`src/rtl/instr_encode_loader.sv`:
```
// Packs instruction field bundles into 16-bit ISA words and writes them to instruction RAM.
// When VERIFY is set, each word is read back and compared before it counts as committed.
module instr_encode_loader #(
  parameter int ADDR_W = 8,
  parameter bit VERIFY = 1'b1
) (
  input  logic              clk,
  input  logic              rst,
  input  logic              in_valid,
  output logic              in_ready,
  input  logic [3:0]        in_op,
  input  logic [3:0]        in_rs1,
  input  logic [3:0]        in_rs2,
  input  logic [3:0]        in_ra,
  input  logic [7:0]        in_imm,
  input  logic              in_last,
  input  logic              restart,
  output logic              mem_we,
  output logic [ADDR_W-1:0] mem_addr,
  output logic [15:0]       mem_wdata,
  output logic              mem_re,
  input  logic [15:0]       mem_rdata,
  output logic              busy,
  output logic              done,
  output logic              err_verify,
  output logic              err_full,
  output logic [ADDR_W:0]   words_written
);

  typedef enum logic [2:0] {
    S_IDLE  = 3'd0,
    S_WRITE = 3'd1,
    S_READ  = 3'd2,
    S_CHECK = 3'd3,
    S_DONE  = 3'd4,
    S_ERR   = 3'd5
  } state_t;

  localparam logic [ADDR_W-1:0] LAST_ADDR = {ADDR_W{1'b1}};

  state_t      r_state;
  logic        r_last;
  logic [15:0] w_word;
  logic        w_commit;
  logic        w_mismatch;

  // Opcodes 5, 7 and 8 carry an 8-bit immediate; everything else is register form.
  function automatic logic [15:0] encode_word(input logic [3:0] op, input logic [3:0] rs1,
                                              input logic [3:0] rs2, input logic [3:0] ra,
                                              input logic [7:0] imm);
    logic [15:0] word;
    case (op)
      4'd5, 4'd7, 4'd8: word = {op, rs1, imm};
      default:          word = {op, rs1, rs2, ra};
    endcase
    return word;
  endfunction

  assign w_word = encode_word(in_op, in_rs1, in_rs2, in_ra, in_imm);

  // Commit point: end of WRITE without read-back, or a matching CHECK with it.
  always_comb begin
    w_commit   = 1'b0;
    w_mismatch = 1'b0;
    if ((r_state == S_WRITE) && !VERIFY) begin
      w_commit = 1'b1;
    end else if (r_state == S_CHECK) begin
      w_mismatch = (mem_rdata != mem_wdata);
      w_commit   = (mem_rdata == mem_wdata);
    end else begin
      w_commit = 1'b0;
    end
  end

  // Loader FSM with all outputs registered; mem_wdata doubles as the latched word.
  always_ff @(posedge clk) begin
    if (rst) begin
      r_state       <= S_IDLE;
      r_last        <= 1'b0;
      in_ready      <= 1'b1;
      mem_we        <= 1'b0;
      mem_re        <= 1'b0;
      mem_addr      <= '0;
      mem_wdata     <= 16'h0000;
      busy          <= 1'b0;
      done          <= 1'b0;
      err_verify    <= 1'b0;
      err_full      <= 1'b0;
      words_written <= '0;
    end else begin
      mem_we <= 1'b0;
      mem_re <= 1'b0;
      case (r_state)
        S_IDLE: begin
          if (in_valid && in_ready) begin
            r_state   <= S_WRITE;
            in_ready  <= 1'b0;
            busy      <= 1'b1;
            mem_we    <= 1'b1;
            mem_wdata <= w_word;
            r_last    <= in_last;
          end
        end
        S_WRITE: begin
          if (VERIFY) begin
            r_state <= S_READ;
            mem_re  <= 1'b1;
          end else begin
            r_state <= S_WRITE;
          end
        end
        S_READ:  r_state <= S_CHECK;
        S_CHECK: begin
          if (w_mismatch) begin
            r_state    <= S_ERR;
            err_verify <= 1'b1;
          end
        end
        S_DONE, S_ERR: begin
          if (restart) begin
            r_state       <= S_IDLE;
            in_ready      <= 1'b1;
            busy          <= 1'b0;
            mem_addr      <= '0;
            words_written <= '0;
            done          <= 1'b0;
            err_verify    <= 1'b0;
            err_full      <= 1'b0;
          end
        end
        default: r_state <= S_IDLE;
      endcase

      if (w_commit) begin
        words_written <= words_written + (ADDR_W+1)'(1'b1);
        if (r_last) begin
          r_state <= S_DONE;
          done    <= 1'b1;
          busy    <= 1'b0;
        end else if (mem_addr == LAST_ADDR) begin
          r_state  <= S_ERR;
          err_full <= 1'b1;
        end else begin
          mem_addr <= mem_addr + ADDR_W'(1'b1);
          r_state  <= S_IDLE;
          in_ready <= 1'b1;
          busy     <= 1'b0;
        end
      end
    end
  end

endmodule

```
`config.mk`:
```
export PLATFORM = sky130hd
export DESIGN_NAME = instr_encode_loader
export DESIGN_NICKNAME = d
export VERILOG_FILES = /design/src/rtl/instr_encode_loader.sv
export SDC_FILE = /design/constraint.sdc
export NUM_CORES = 1
export LEC_CHECK = 0
export ABC_AREA = 1
export ABC_CLOCK_PERIOD_IN_PS = 1500
export CORE_ASPECT_RATIO = 0.9
export CORE_MARGIN = 4
export CORE_UTILIZATION = 35
export DETAILED_ROUTE_END_ITERATION = 10
export PLACE_DENSITY = 0.66
export SYNTH_ARGS = -nofsm -noshare
export SYNTH_HDL_FRONTEND = slang
export SYNTH_SLANG_ARGS = --single-unit
```
`constraint.sdc`:
```
create_clock -name clk -period 1.5 [get_ports clk]
set_clock_uncertainty 0.1 [all_clocks]
set_input_delay 0.45 -clock clk [delete_from_list [all_inputs] [get_ports clk]]
set_output_delay 0.45 -clock clk [all_outputs]
set_load 0.02 [all_outputs]
```
==> impl_metrics.py <==
metrics = {
    "final_layout": {
        "nets": 603,
        "num_antenna_cells": 0,
        "drive_above_1_share_pct": 40.4,
        "area_growth_pct": 70.1,
        "final_cells": 650,
    },
    "detailed_routing": {
        "wl_mm": 8.91,
        "firstDrtPassIters": 4,
        "ant_nets": 0,
        "via_per_inst": 4.85,
        "wl_per_cell_um": 13.7,
        "drt-initial-drc-count": 202,
        "drc": 0,
        "vias": 3151,
    },
    "critical_path": {
        "end_kind": "register",
        "critical_path_peak_fanout": 5,
        "slowest_delay_ns": 0.36,
        "path_cells": "inv_2, nand2_1, nand2_1, nor2_1, nand2_1, nor2_4, nand3_4, buf_6, a21oi_2, nor2_1",
        "cp.required_ns": 1.61,
        "crit_slowest_cell": "dfxtp_2",
        "cp_common_cell": "nand2_1",
        "cp_top_family": "simple AND/OR/NAND/NOR gates",
        "startpoint_type": "register",
        "crit_type": "register to register",
        "cp.buffers_inverters": 2,
        "critical_path_arrival_ns": 1.75,
    },
    "synth": {
        "synthTopCellsByArea": "dfxtp_1 (35%), nand2_1 (19%), inv_1 (8.6%)",
        "synth_seq_cells": 44,
        "synth_fp_nets": 454,
        "avgSynthCellArea_sq_um": 6.23,
        "synthArstFlopShare_pct": 0,
        "synthMostInstantiatedCell": "nand2_1",
        "synth_top_area_share_pct": 34.7,
        "synth_edf_count": 0,
        "synth_commonest_cells": "nand2_1 (130), inv_1 (58), dfxtp_1 (44), nor2_1 (36), o21ai_0 (31)",
        "synth_ff_type": "dfxtp_1",
        "synth.distinct_cells": 25,
        "synth_area_sq_um": 2540,
        "ys_seq_area_share_pct": 34.7,
        "synth_warnings": 0,
        "yosysTopAreaCell": "dfxtp_1",
        "syn_inst": 407,
    },
    "placed_design": {
        "preCtsSetupSlack_ns": -0.779,
        "globalplace.congestion": 0.831,
        "dpl.cell_count": 620,
        "post-dp-hpwl_mm": 5.81,
        "portBuffers": 84,
    },
    "clock_tree": {
        "holdBufCountCts": 0,
        "cts_tree": "done",
        "cts_buffers": 5,
        "cts_root_buf": "clkbuf_8",
        "cts_max_level": 2,
        "clkSinkCount": 44,
        "clk_pin_slew_ns": 0.09,
        "clock_path_buffers": 2,
        "clk_latency_ns": 0.31,
    },
    "pwr": {
        "seqPwrFrac_pct": 37.4,
        "power.switching_w": 0.00152,
        "powerDensity_nw_per_um2": 951,
        "comb_power_share_pct": 39.7,
        "internal_power_w": 0.00259,
        "leakage_nw": 2.04,
        "clkPwrFrac_pct": 22.9,
        "switching_share_pct": 36.9,
        "ir_drop_mv": 0.479,
    },
    "timing": {
        "fin_crit_sh_pct": 109,
        "fmax_mhz": 609,
        "maxSlewViolCount": 0,
        "fin_crit_ns": 1.64,
        "setup_slack_ns": -0.142,
        "tns_ns": -2.17,
        "hold_viol": 0,
        "tightest_slew_ns": 0.480,
        "setup_viol": 23,
        "slew_headroom_pct": 68.0,
        "rsz0062_at_grt": "true",
    },
    "floorplanning": {
        "die_x_um": 97.8,
        "start_util_pct": 36.0,
        "die_h_um": 88.8,
        "rows": 29,
        "dieArea_sq_um": 8680,
        "core-area_sq_um": 7040,
        "io_pins": 85,
    },
    "status": {
        "violations": "setup timing",
        "status": "finished with violations",
    },
    "global_routing": {
        "antenna_found_initial": 0,
        "track_usage_pct": 20.2,
        "grt_pass1_wl_mm": 14.1,
        "grt_overflow": 0,
        "grt_max_degree": 23,
        "first_global_vias": 2926,
    },
    "min_path": {
        "hold_class": "register to register",
    },
    "run": {
        "cap_violations": 0,
    },
}
-- state kept, by name, summed over array words and instances (netlist names) --
name / flops
err_verify: 1
mem_we: 1
mem_wdata: 16
in_ready: 1
busy: 1
err_full: 1
mem_re: 1
r_last: 1
mem_addr: 8
r_state: 3
done: 1
words_written: 9
-- worst min-delay path: cells and delay by family (launching register included) --
family | cells | cell delay [ns]
AND/OR/NAND/NOR | 1 | 0.06
AO/OA/AOI/OAI | 1 | 0.05
flip-flops | 1 | 0.32
-- power by group through the flow --
stage	clock, W	sequential (W)	combinational [W]
6_report	0.000940	0.00153	0.00163
5_1_grt	0.000987	0.00155	0.00178
4_1_cts	0.000932	0.00152	0.00149
3_5_place_dp	0	0.00154	0.00145
3_3_place_gp	0	0.00154	0.00143
2_1_floorplan	0	0.00170	0.000565
-- timing repair --
action | CTS | global route
buffers inserted | 5 | 12
resized for setup | 204 | 86
pin swaps | 37 | 32
setup endpoints to repair | 82 | 60
cloned | 6 | 0
-- metal layers --
metal | vias to the layer above | GRT usage, % | share of wire, %
li1 | 1579 | - | -
met1 | 1479 | 25.4 | 44
met2 | 75 | 35.7 | 51
met3 | 18 | 3.07 | 3.3
met4 | 0 | 7.55 | 2.1
met5 | - | 0 | 0
-- placed cells by master, fill, tap and decap left out, types with 8 or more instances in the layout --
cell,synthesis,layout
a31oi_1,8,8
inv_1,58,48
nand2_2,4,24
buf_6,0,10
nor2_1,36,25
inv_2,2,10
nand2_1,130,109
clkdlybuf4s50_1,0,23
o21ai_1,3,9
nand3_1,27,14
dfxtp_1,44,25
a21oi_1,17,10
clkdlybuf4s15_2,0,8
buf_2,7,24
clkdlybuf4s15_1,0,14
nand3_2,2,12
dfxtp_2,0,14
o21ai_0,31,22
a21oi_2,9,16
buf_4,0,60
-- path summary, 6_finish.rpt --
kind | startpoint | endpoint | slack, ns | cells past startpoint
hold reg to reg | err_full$_SDFF_PP0_ | err_full$_SDFF_PP0_ | 0.37 | 2
hold / removal | err_full$_SDFF_PP0_ | err_full$_SDFF_PP0_ | 0.37 | 2
setup / recovery | mem_wdata[0]$_SDFFE_PP0P_ | words_written[0]$_SDFFE_PP0P_ | -0.14 | 10
setup reg to reg | mem_wdata[0]$_SDFFE_PP0P_ | words_written[0]$_SDFFE_PP0P_ | -0.14 | 10
-- logic make-up (layout without fill, tap and decap cells) --
kind of cell             Yosys count  after routing  share of synthesized area, %
AND/OR/NAND/NOR                  210            211                          34.3
flip-flops                        44             44                          34.7
AO/OA/AOI/OAI                     68             68                          15.1
buffers and inverters             75            224                          12.1
XOR/XNOR                           8              8                          2.76
adder cells (fa/ha/maj)            2              2                         0.986
-- area by class of cell --
class,instances,area [sq um]
inverters,61,249
multi-input cells,289,1630
clock buffers,6,72.6
repair inverters,2,17.5
repair buffers,153,1280
fillers,664,2720
flip-flops and latches,44,917
clock inverters,2,35.0
well taps,93,116
-- metrics by stage --
step | total power, W | util, % | hold WS [ns] | instance area [sq um]
finish | 0.00410 | 61.3 | 0.368 | 4320
global route | 0.00432 | 61.3 | 0.389 | 4320
CTS | 0.00394 | 60.1 | 0.372 | 4230
detailed placement | 0.00299 | 54.8 | 0.358 | 3860
global placement | 0.00297 | 54.8 | 0.348 | 3860
floorplan | 0.00227 | - | 0.365 | 2600
Power figures use the tool's default switching activity.
